--- src/rtl/mfp_ahb_dump_reader.sv ---
// mfp_ahb_dump_reader
// Reads a block of 32-bit words from an AHB-lite slave, one SINGLE read at a
// time, and streams each word out as four bytes, least significant first.
//
// state | meaning
// ------+---------------------------------------------------------------
// IDLE  | waiting for start; zero-length requests complete here
// ADDR  | address phase, NONSEQ on the bus until HREADY is seen
// DATA  | data phase, waiting for HREADY to capture HRDATA or an ERROR
// SEND  | presenting buffer bytes [index] to the consumer
module mfp_ahb_dump_reader #(
    parameter int LEN_WIDTH = 16
) (
    input  logic                 clock,
    input  logic                 reset_n,
    input  logic                 start,
    input  logic [31:0]          start_address,
    input  logic [LEN_WIDTH-1:0] word_count,
    output logic                 busy,
    output logic                 done,
    output logic                 error,
    output logic [7:0]           out_byte,
    output logic                 out_valid,
    input  logic                 out_ready,
    output logic [31:0]          HADDR,
    output logic [2:0]           HBURST,
    output logic                 HMASTLOCK,
    output logic [3:0]           HPROT,
    output logic [2:0]           HSIZE,
    output logic [1:0]           HTRANS,
    output logic [31:0]          HWDATA,
    output logic                 HWRITE,
    input  logic [31:0]          HRDATA,
    input  logic                 HREADY,
    input  logic                 HRESP
);

    localparam logic [1:0] HTRANS_IDLE   = 2'b00;
    localparam logic [1:0] HTRANS_NONSEQ = 2'b10;

    typedef enum logic [1:0] {
        IDLE = 2'd0,
        ADDR = 2'd1,
        DATA = 2'd2,
        SEND = 2'd3
    } state_t;

    state_t               state;
    logic [31:0]          addr;
    logic [LEN_WIDTH-1:0] remaining;
    logic [1:0]           index;
    logic [31:0]          buffer;

    logic [31:0]          addr_next;
    logic [1:0]           index_next;
    logic [7:0]           byte_next;
    logic                 unused_bits;

    // Read-only single-beat master: the remaining AHB controls are constant.
    assign HBURST    = 3'b000;
    assign HMASTLOCK = 1'b0;
    assign HPROT     = 4'b0000;
    assign HSIZE     = 3'b010;
    assign HWRITE    = 1'b0;
    assign HWDATA    = 32'h0000_0000;

    // Word address advance wraps inside the 29-bit field that reaches HADDR.
    assign addr_next   = {addr[31:29], addr[28:0] + 29'd4};
    assign index_next  = index + 2'd1;
    assign byte_next   = buffer[{index_next, 3'b000} +: 8];
    assign unused_bits = ^start_address[1:0];

    // Sequencer: bus handshake, byte streaming and all registered outputs.
    always_ff @(posedge clock or negedge reset_n) begin
        if (!reset_n) begin
            state     <= IDLE;
            addr      <= 32'h0000_0000;
            remaining <= '0;
            index     <= 2'd0;
            buffer    <= 32'h0000_0000;
            busy      <= 1'b0;
            done      <= 1'b0;
            error     <= 1'b0;
            out_byte  <= 8'h00;
            out_valid <= 1'b0;
            HADDR     <= 32'h0000_0000;
            HTRANS    <= HTRANS_IDLE;
        end else begin
            done <= 1'b0;
            case (state)
                IDLE: begin
                    if (start) begin
                        error <= 1'b0;
                        if (word_count == '0) begin
                            done <= 1'b1;
                        end else begin
                            addr      <= {start_address[31:2], 2'b00};
                            remaining <= word_count;
                            HADDR     <= {3'b000, start_address[28:2], 2'b00};
                            HTRANS    <= HTRANS_NONSEQ;
                            busy      <= 1'b1;
                            state     <= ADDR;
                        end
                    end
                end
                ADDR: begin
                    if (HREADY) begin
                        HTRANS <= HTRANS_IDLE;
                        state  <= DATA;
                    end
                end
                DATA: begin
                    // The first (HREADY=0) cycle of an ERROR response is ignored.
                    if (HREADY) begin
                        if (HRESP) begin
                            error <= 1'b1;
                            done  <= 1'b1;
                            busy  <= 1'b0;
                            state <= IDLE;
                        end else begin
                            buffer    <= HRDATA;
                            index     <= 2'd0;
                            out_byte  <= HRDATA[7:0];
                            out_valid <= 1'b1;
                            state     <= SEND;
                        end
                    end
                end
                SEND: begin
                    if (out_ready) begin
                        index    <= index_next;
                        out_byte <= byte_next;
                        if (index == 2'd3) begin
                            out_valid <= 1'b0;
                            remaining <= remaining - 1'b1;
                            if (remaining == {{(LEN_WIDTH-1){1'b0}}, 1'b1}) begin
                                done  <= 1'b1;
                                busy  <= 1'b0;
                                state <= IDLE;
                            end else begin
                                addr   <= addr_next;
                                HADDR  <= {3'b000, addr_next[28:2], 2'b00};
                                HTRANS <= HTRANS_NONSEQ;
                                state  <= ADDR;
                            end
                        end
                    end
                end
                default: begin
                    state <= IDLE;
                end
            endcase
        end
    end

endmodule

--- config.mk ---
export PLATFORM = sky130hd
export DESIGN_NAME = mfp_ahb_dump_reader
export DESIGN_NICKNAME = d
export VERILOG_FILES = /design/src/rtl/mfp_ahb_dump_reader.sv
export SDC_FILE = /design/constraint.sdc
export NUM_CORES = 1
export LEC_CHECK = 0
export CORE_UTILIZATION = 55
export CTS_BUF_LIST = sky130_fd_sc_hd__clkbuf_16
export CTS_CLUSTER_DIAMETER = 200
export DETAILED_ROUTE_END_ITERATION = 8
export DONT_BUFFER_PORTS = 1
export GPL_ROUTABILITY_DRIVEN = 1
export HOLD_SLACK_MARGIN = 0.06
export PLACE_DENSITY = 0.76
export SYNTH_ARGS = -nofsm -noshare
export SYNTH_HDL_FRONTEND = slang
export SYNTH_SLANG_ARGS = --single-unit
export TNS_END_PERCENT = 5
--- constraint.sdc ---
create_clock -name clock -period 6.1 [get_ports clock]
set_input_delay 0.61 -clock clock [delete_from_list [all_inputs] [get_ports clock]]
set_output_delay 0.61 -clock clock [all_outputs]
set_load 0.01 [all_outputs]
==> results of run 1 <==
state kept, by name (all words and copies together) (netlist names):
signal and count:
remaining 16, done 1, out_byte 8, HADDR 1
HTRANS 1, addr 26, index 2, error 1
busy 1, state 2, buffer 32, out_valid 1
layer usage:
| layer | wire length (um) | GRT usage [%] | part of all wire (%) |
|---|---|---|---|
| met1 | 4785 | 31.70 | 38 |
| met2 | 6281 | 40.97 | 50 |
| met3 | 1335 | 7.384 | 11 |
| met4 | 131 | 5.797 | 1.0 |
| met5 | 0 | 0 | 0 |
final cells by class:
type	count	area (um2)	area share, %
Inverter	10	37.54	0.6708
Tap cell	129	161.4	2.885
Multi-Input combinational cell	424	2740	48.97
Clock inverter	7	56.30	1.006
Clock buffer	9	225.2	4.025
Sequential cell	92	2302	41.14
Timing Repair Buffer	7	72.57	1.297
power breakdown:
part | total, mW | switching [mW] | internal [mW]
Combinational | 1.05 | 0.550 | 0.496
Sequential | 1.29 | 0.380 | 0.906
Clock | 0.532 | 0.249 | 0.283
Total | 2.86 | 1.18 | 1.69
synth_stat cells, types with 7 or more instances:
cell type / instances / area share, %
a2bb2oi_1: 10 / 1.6
clkbuf_1: 31 / 2.1
nor3_1: 10 / 0.92
nand2_1: 47 / 3.3
mux2i_1: 8 / 1.5
inv_1: 10 / 0.69
buf_4: 50 / 6.9
nand3_1: 13 / 1.2
nor4_1: 11 / 1.3
a21oi_1: 45 / 4.2
mux4_2: 8 / 3.3
nand4_1: 9 / 1.0
nor2_1: 28 / 1.9
mux2_2: 33 / 6.8
o22ai_1: 17 / 2.0
o21ai_0: 46 / 4.2
a211oi_1: 7 / 0.97
dfrtp_1: 92 / 42
a32oi_1: 7 / 1.1
placed cells by master, fill, tap and decap left out, types with 10 or more instances in the layout:
master,n
a21oi_1,45
a2bb2oi_1,10
conb_1,50
dfrtp_1,92
inv_1,10
mux2_2,33
nand2_1,47
nand3_1,13
nor2_1,28
nor3_1,10
nor4_1,11
o21ai_0,45
o22ai_1,17
kinds of logic (layout without fill, tap and decap cells):
kind of cell	after synthesis	in the layout	share of synthesized area (%)
AOI/OAI and AO/OA	170	170	19.95
adders and majority gates	4	4	0.9225
buffers and inverters	99	33	10.56
DFF	92	92	42.44
muxes	49	49	11.65
other	2	50	0.1384
and+or+nand+nor	151	151	14.35
stage by stage:
stage	power, mW	cells
final	2.864	678
after global routing	3.082	678
after CTS	2.877	678
after detailed placement	2.328	661
after global placement	2.254	661
after floorplan	2.092	615
critical path, stage by stage, from the launching register on:
cell      delay, ns
dfrtp_1        0.43
or4_1          0.63
or4_1          0.92
and3_4         0.34
a311oi_1       0.26
a211oi_1       0.08
final timing paths:
check                                          from                  endpoint  cells past startpoint
min in group clock                            start            done$_DFF_PN0_                      2
setup / recovery           remaining[4]$_DFFE_PN0P_      addr[19]$_DFFE_PN0P_                      5
max in group asynchronous                   reset_n      addr[10]$_DFFE_PN0P_                      1
setup reg to reg           remaining[4]$_DFFE_PN0P_      addr[19]$_DFFE_PN0P_                      5
hold reg to reg            remaining[8]$_DFFE_PN0P_  remaining[8]$_DFFE_PN0P_                      2
hold / removal                              reset_n      addr[27]$_DFFE_PN0P_                      1
==> reports/qor.yml, run 1 <==
synth_area_um2: 5425
skew_ns: 0.01022
synth_enable_flop_cells: 0
drt_iter0_markers: 227
worst_slack_ns: 3.301
synth-main-ff-cell: "dfrtp_1"
die_height_um: 101.3
dieArea_um2: 10260
clkTransAtPathRegs_ns: 0.07
cp_max_fo: 22
grt_pass1_vias: 3985
routed_wl_um: 12530
clockBufferDepth: 2
ys_ff_latch: 92
slew_headroom_pct: 42.35
dp_slack_ns: 3.310
outcome: "completed"
overflow: 0
worstMarginPinSlew_ns: 0.8647
ios: 176
start_util_pct: 57.62
cp.required_ns: 6.30
placed_cell_area_um2: 5286
vdd_drop_max_mv: 0.2345
n_antenna_cell: 0
synthCells: 567
post_cts_resized: 0
drive_gt1_share_pct: 13.48
async_flop_share_pct: 100.0
row_count: 35
power_leakage_nw: 2.245
start_kind: "flip-flop"
nNetsFinal: 634
die_w_um: 101.3
fmax_mhz: 357.3
firstDrtPassIters: 5
hpwl_um: 8653
cts_tree: "built"
postCtsHoldBufs: 1
period_needed_ns: 2.799
route.detailed.drc: 0
fin_crit_sh_pct: 45.88
r2r_slack_ns: 3.30
grt_max_degree: 93
num_vias: 4245
utilization_pct: 59.43
hold-worst-slack_ns: 0.1604
hold_viol: 0
setup_tns_ns: 0
gp_congestion: 0.8615
clockRootBuffer: "clkbuf_16"
cp_data_arrival_time_ns: 3.00
crit_type: "reg2reg"
wl_per_cell_um: 18.49
synth.avg_cell_area_um2: 9.568
grt_antenna_before_repair: 0
grt_pass1_wl_um: 19970
numCtsBuffers: 9
core_um2: 9415
cts.sinks: 92
yosysSeqAreaShare_pct: 42.44
power_density_nw_per_um2: 511.9
num-fill-cells: 827
worst_setup_path_end_kind: "flip-flop"
min_path_type: "in2async"
finalInstanceArea_um2: 5595
drv_cap: 0
grt_usage_pct: 24.62
rsz0062_at_grt: "no"
yosysUniqueCellTypes: 59
htreeDepth: 3
worst_skew_pair.late_latency_ns: 0.33
vias_per_cell: 6.261
cts_setup_buffers: 0
ant_nets: 0
syn_to_final_growth_pct: 3.137
slew_viol_final: 0
io_buffers: 0
finalSetupViolations: 0
yosysWarnings: 0
Note: power is estimated with default switching activity, not from simulation.
==> inputs of run 2 (changes only) <==
--- a/config.mk
+++ b/config.mk
@@ -5,6 +5,7 @@
 export SDC_FILE = /design/constraint.sdc
 export NUM_CORES = 1
 export LEC_CHECK = 0
+export ABC_AREA = 1
 export CORE_UTILIZATION = 55
 export CTS_BUF_LIST = sky130_fd_sc_hd__clkbuf_16
 export CTS_CLUSTER_DIAMETER = 200
==> constraint.sdc (replaced) <==
create_clock -name clock -period 2.6 [get_ports clock]
set_input_delay 0.26 -clock clock [delete_from_list [all_inputs] [get_ports clock]]
set_output_delay 0.26 -clock clock [all_outputs]
set_load 0.01 [all_outputs]
==> reports/qor.yml, run 2 <==
largest_reg_flops: 32  # unchanged
drive_gt1_share_pct: 7.168  # -6.3 points
core_um2: 10370  # +10%
yosysSeqAreaShare_pct: 38.79  # -3.6 points
start_util_pct: 57.23  # -0.39 points
route.detailed.drc: 0  # unchanged
worst_skew_pair.late_latency_ns: 0.34  # about the same
nNetsFinal: 950  # +50%
finalInstanceArea_um2: 6295  # +12%
skew_ns: 0.01136  # +0.001147 ns
num_vias: 5398  # +27%
fmax_mhz: 461.1  # +29%
syn_to_final_growth_pct: 6.072
r2r_slack_ns: 0.43  # -2.87 ns
vias_per_cell: 5.393  # -14%
clockRootBuffer: "clkbuf_16"
ys_ff_latch: 92  # unchanged
synth.avg_cell_area_um2: 6.949  # -27%
grt_max_degree: 93  # unchanged
drv_cap: 0  # unchanged
slew_headroom_pct: 48.86  # +6.5 points
n_antenna_cell: 0  # unchanged
cts_tree: "built"
grt_pass1_vias: 5098  # +28%
power_density_nw_per_um2: 1223  # +140%
final_common_cell: "nand2_1"
ios: 176  # unchanged
final_cell_mix: "nand2_1 (288), nor2_1 (130), dfrtp_1 (92), nand3_1 (66), inv_1 (60)"
synth-main-ff-cell: "dfrtp_1"
clkTransAtPathRegs_ns: 0.07  # about the same
period_needed_ns: 2.169  # -0.6299 ns
cp_max_fo: 36  # +64%
ant_nets: 0  # unchanged
synth_area_um2: 5934  # +9.4%
grt_pass1_wl_um: 24070  # +21%
placed_cell_area_um2: 5834  # +10%
start_kind: "flip-flop"
grt_usage_pct: 26.62  # +2.0 points
power_leakage_nw: 3.081  # +37%
firstDrtPassIters: 5  # unchanged
cp.required_ns: 2.85  # -3.45 ns
drt_iter0_markers: 435  # +92%
slew_viol_final: 0  # unchanged
synth_enable_flop_cells: 0  # unchanged
min_path_type: "in2reg"
synth.top_cells.by_area: "dfrtp_1 (39%), nand2_1 (18%), nor2_1 (8.2%)"
synth_common_cells: "nand2_1 (288), nor2_1 (130), dfrtp_1 (92)"
gp_congestion: 0.9130  # +6.0%
numCtsBuffers: 9  # unchanged
cts_setup_buffers: 0  # unchanged
placedCellCount: 969  # +47%
crit_type: "reg2reg"
overflow: 0  # unchanged
yosysTopAreaCellShare_pct: 38.79  # -3.6 points
wl_per_cell_um: 14.59  # -21%
htreeDepth: 3  # unchanged
yosysWarnings: 0  # unchanged
worstMarginPinSlew_ns: 0.7645  # -0.1003 ns
reg_top3: "buffer (32), addr (26), remaining (16)"
dieArea_um2: 11210  # +9.2%
async_flop_share_pct: 100.0  # unchanged
die_height_um: 105.9  # +4.5%
netlist.top_cell.by_area: "dfrtp_1"
row_count: 37  # +5.7%
synthCells: 854  # +51%
fin_crit_sh_pct: 83.41  # +38 points
hpwl_um: 10250  # +19%
die_w_um: 105.9  # +4.5%
cp_data_arrival_time_ns: 2.42  # -0.58 ns
grt_antenna_before_repair: 0  # unchanged
clockBufferDepth: 2  # unchanged
rsz0062_at_grt: "no"
io_buffers: 0  # unchanged
synth.most_common_cell: "nand2_1"
vdd_drop_max_mv: 0.6131  # +160%
setup_tns_ns: 0  # unchanged
outcome: "completed"
top_register: "buffer"
instances_no_fill: 1001  # +48%
yosysUniqueCellTypes: 32  # -46%
finalSetupViolations: 0  # unchanged
post_cts_resized: 0  # unchanged
cts.sinks: 92  # unchanged
worst_setup_path_end_kind: "flip-flop"
hold_viol: 0  # unchanged
routed_wl_um: 14600  # +16%
-- run 2: changes by cell type after synthesis, sizes merged, moves of 23 or more --
cell	delta
nor2	+104
nand2	+244
a21oi	-25
inv	+55
clkbuf	-23
nand3	+54
-- run 2: layout make-up --
| type | count | area, um2 |
|---|---|---|
| Fill cell | 977 | 4075 |
| Multi-Input combinational cell | 670 | 3077 |
| Sequential cell | 92 | 2302 |
| Inverter | 66 | 247.7 |
| Clock buffer | 9 | 225.2 |
| Timing Repair Buffer | 21 | 215.2 |
| Tap cell | 136 | 170.2 |
| Clock inverter | 7 | 57.56 |
-- run 2: critical path: stages, from the launching register on --
cell and delay, ns:
dfrtp_1 0.46, nand2_2 0.15, inv_2 0.14, nand2_1 0.13, nand2_2 0.10, nor2_4 0.16, nand3_4 0.34, inv_2 0.41
nand2_1 0.09, o21ai_1 0.09
-- run 2: per-stage QoR --
step / hold slack [ns] / total power, mW / worst slack (ns) / util, %
floorplan: -0.03559 / 5.562 / 1.061 / -
global placement: -0.03174 / 6.173 / 0.5239 / 56.26
detailed placement: -0.03278 / 6.336 / 0.4476 / 56.26
CTS: 0.06053 / 7.667 / 0.4199 / 60.03
global route: 0.05866 / 8.367 / 0.2056 / 60.70
finish: 0.06704 / 7.698 / 0.4314 / 60.70
-- run 2: cells by family after synthesis --
group                      count (synthesis)  synth area share, %
other                                      2               0.1265
adders and majority gates                  4               0.8434
AOI/OAI and AO/OA                         78                6.979
muxes                                     32                6.072
DFF                                       92                38.79
and+or+nand+nor                          503                34.35
xor gates and xnor gates                   3               0.4428
buffers and inverters                    140                12.40
-- run 2: where the power goes --
group / internal (mW) / total (mW) / switching, mW
clock: 0.665 / 1.28 / 0.614
combinational: 1.22 / 3.39 / 2.17
sequential: 2.15 / 3.03 / 0.882
-- run 2: metal layers --
layer | up-vias | global-route usage, % | part of all wire [%]
met3 | 22 | 7.050 | 8.5
met2 | 238 | 44.77 | 49
met4 | 0 | 8.036 | 1.6
met5 | - | 0 | 0
li1 | 2621 | - | -
met1 | 2517 | 33.48 | 41
-- run 2: what timing repair did --
action / in CTS / in global routing
hold endpoints to repair: 99 / 7
endpoints found under the setup margin: 0 / 0
hold buffers: 9 / 7
-- run 2: final timing paths --
| path | from | endpoint | cells past startpoint |
|---|---|---|---|
| worst max register to register | state[0]$_DFFE_PN0P_ | addr[5]$_DFFE_PN0P_ | 9 |
| worst max-delay path | state[0]$_DFFE_PN0P_ | addr[5]$_DFFE_PN0P_ | 9 |
| max in group asynchronous | reset_n | index[1]$_DFFE_PN0P_ | 2 |
| worst min register to register | buffer[20]$_DFFE_PN0P_ | buffer[20]$_DFFE_PN0P_ | 1 |
| worst min-delay path | HRDATA[29] | buffer[29]$_DFFE_PN0P_ | 1 |
| min in group asynchronous | reset_n | error$_DFFE_PN0P_ | 2 |
==> inputs of run 3 (changes only) <==
--- a/config.mk
+++ b/config.mk
@@ -5,7 +5,7 @@
 export SDC_FILE = /design/constraint.sdc
 export NUM_CORES = 1
 export LEC_CHECK = 0
-export ABC_AREA = 1
+export ABC_AREA = 0
 export CORE_UTILIZATION = 55
 export CTS_BUF_LIST = sky130_fd_sc_hd__clkbuf_16
 export CTS_CLUSTER_DIAMETER = 200
==> constraint.sdc (replaced) <==
create_clock -name clock -period 2.25 [get_ports clock]
set_input_delay 0.225 -clock clock [delete_from_list [all_inputs] [get_ports clock]]
set_output_delay 0.225 -clock clock [all_outputs]
set_load 0.01 [all_outputs]
==> reports/qor.yml, run 3 (synthesis gave the netlist of run 1 again) <==
drt_iter0_markers: 231  # -47%
multi_input_area_um2: 2789  # -9.4%
clockBufferDepth: 2  # unchanged
largest_reg_flops: 32  # unchanged
p_seq_share_pct: 38.6  # -0.8 points
route.detailed.drc: 0  # unchanged
top_register: "buffer"
postCtsHoldBufs: 36  # +27
hold_viol: 92  # +92
power.clock.fraction_pct: 18.3  # +1.7 points
cp.required_ns: 2.46  # -0.39 ns
slew_headroom_pct: 63.88  # +15 points
ant_nets: 0  # unchanged
violations: "hold timing, setup timing"
hpwl_um: 9200  # -10%
drv_cap: 0  # unchanged
intPower_mw: 4.992  # +24%
die_w_um: 101.3  # -4.3%
cp_max_fo: 9  # -75%
crit_slowest_cell: "or4_4"
fin_crit_sh_pct: 101.8  # +18 points
num-fill-cells: 721  # -26%
wl_per_cell_um: 18.08  # +24%
worstPathCellList: "or4_4 > or4_4 > buf_6 > buf_12 > a41o_1 > a21oi_1 > a21oi_1"
row_count: 35  # -5.4%
n_antenna_cell: 0  # unchanged
setup_tns_ns: -0.08446  # -0.08446 ns
swShare_pct: 40.57  # -7.1 points
syn_to_final_growth_pct: 17.16
path_delay_family: "simple AND/OR/NAND/NOR gates"
firstDrtPassIters: 5  # unchanged
vdd_drop_max_mv: 0.6335  # +3.3%
hold-worst-slack_ns: -0.4306  # -0.4977 ns
min_path_type: "in2async"
dp_slack_ns: -0.05323  # -0.5008 ns
vias_per_cell: 6.062  # +12%
overflow: 0  # unchanged
p_switching_mw: 3.407  # -7.1%
final_cell_mix: "dfrtp_1 (92), conb_1 (50), nand2_1 (47), buf_4 (46), o21ai_0 (45)"
reg_top3: "buffer (32), addr (26), remaining (16)"
io_buffers: 0  # unchanged
power_mw: 8.399  # +9.1%
die_height_um: 101.3  # -4.3%
cp_num_buf_inv: 2  # unchanged
grt_pass1_vias: 4454  # -13%
routed_wl_um: 13690  # -6.2%
numCtsBuffers: 9  # unchanged
ios: 176  # unchanged
gp_congestion: 0.8790  # -3.7%
power_density_nw_per_um2: 1321  # +8.1%
skew_ns: 0.01103  # -0.0003361 ns
worstMarginPinSlew_ns: 0.5405  # -0.2240 ns
slew_viol_final: 0  # unchanged
start_kind: "flip-flop"
cts_tree: "built"
start_util_pct: 57.62  # +0.39 points
final-seq-area_um2: 2302  # unchanged
worst_setup_path_end_kind: "flip-flop"
dieArea_um2: 10260  # -8.4%
grt_max_degree: 93  # unchanged
cp_data_arrival_time_ns: 2.50  # +0.08 ns
period_needed_ns: 2.291  # +0.1223 ns
final_common_cell: "dfrtp_1"
core_um2: 9415  # -9.2%
rsz0062_at_grt: "yes"
nNetsFinal: 713  # -25%
fmax_mhz: 436.5  # -5.3%
worst_slack_ns: -0.04087  # -0.4723 ns
power_frac_comb_pct: 43.1  # -0.9 points
crit_type: "reg2reg"
num_vias: 4589  # -15%
finalSetupViolations: 3  # +3
cts.sinks: 92  # unchanged
clockRootBuffer: "clkbuf_16"
drive_gt1_share_pct: 20.22  # +13 points
grt_usage_pct: 27.14  # +0.52 points
htreeDepth: 3  # unchanged
outcome: "finished with violations"
power_leakage_nw: 2.625  # -15%
grt_pass1_wl_um: 21670  # -10%
clkTransAtPathRegs_ns: 0.07  # about the same
worst_skew_pair.late_latency_ns: 0.34  # about the same
cp_slowest_stage_delay_ns: 0.57  # +0.11 ns
grt_antenna_before_repair: 0  # unchanged
[run 3: changes by cell type in the layout (fill, tap and decap cells not counted), moves of 23 or more]
| cell | delta |
|---|---|
| inv_1 | -51 |
| nand3_1 | -53 |
| buf_4 | +41 |
| nand2_1 | -241 |
| nor2_1 | -102 |
| a21oi_1 | +23 |
[run 3: through the flow]
step                hold WS [ns]  utilization (%)  cell area, um2  instances
CTS                      -0.4366            67.06            6314        756
global route             -0.4404            67.51            6356        757
global placement        -0.06822            59.76            5627        703
detailed placement      -0.06838            59.76            5627        703
finish                   -0.4306            67.51            6356        757
floorplan               -0.07059                -            5605        615
[run 3: area by class of cell]
cell class / instances / share of cell area, %
Tap cell: 129 / 2.539
Clock inverter: 7 / 1.240
Timing Repair Buffer: 86 / 11.99
Inverter: 10 / 0.5906
Sequential cell: 92 / 36.22
Multi-Input combinational cell: 424 / 43.88
Clock buffer: 9 / 3.543
[run 3: path summary, 6_finish.rpt]
| check | startpoint | endpoint | slack, ns | cells after the start |
|---|---|---|---|---|
| min in group clock | word_count[8] | remaining[8]$_DFFE_PN0P_ | 0.07 | 2 |
| max reg2reg | remaining[12]$_DFFE_PN0P_ | addr[22]$_DFFE_PN0P_ | -0.04 | 7 |
| min reg2reg | index[1]$_DFFE_PN0P_ | index[1]$_DFFE_PN0P_ | 0.50 | 1 |
| max in group asynchronous | reset_n | buffer[15]$_DFFE_PN0P_ | 2.52 | 0 |
| min | reset_n | remaining[9]$_DFFE_PN0P_ | -0.43 | 0 |
| max | remaining[12]$_DFFE_PN0P_ | addr[22]$_DFFE_PN0P_ | -0.04 | 7 |
[run 3: what timing repair did]
action,4_1_cts,5_1_grt
cloned,1,0
hold endpoints to repair,129,92
setup endpoints to repair,5,23
resized for setup,5,7
buffers inserted,0,1
pin swaps,1,5
[run 3: power by group through the flow]
stage          Sequential (mW)  Combinational [mW]  Clock (mW)
2_1_floorplan             3.14                2.53           0
3_3_place_gp              3.19                3.33           0
3_5_place_dp              3.25                3.50           0
4_1_cts                   3.23                3.57        1.56
5_1_grt                   3.36                3.97        1.62
6_report                  3.24                3.62        1.53
[run 3: routing by layer]
| metal | track usage (%) | vias to the layer above | wire length (um) |
|---|---|---|---|
| met3 | 7.315 | 21 | 1327 |
| met5 | 0 | - | 0 |
| met2 | 47.04 | 217 | 6956 |
| met1 | 32.76 | 2219 | 5224 |
| li1 | - | 2132 | - |
| met4 | 9.142 | 0 | 182 |
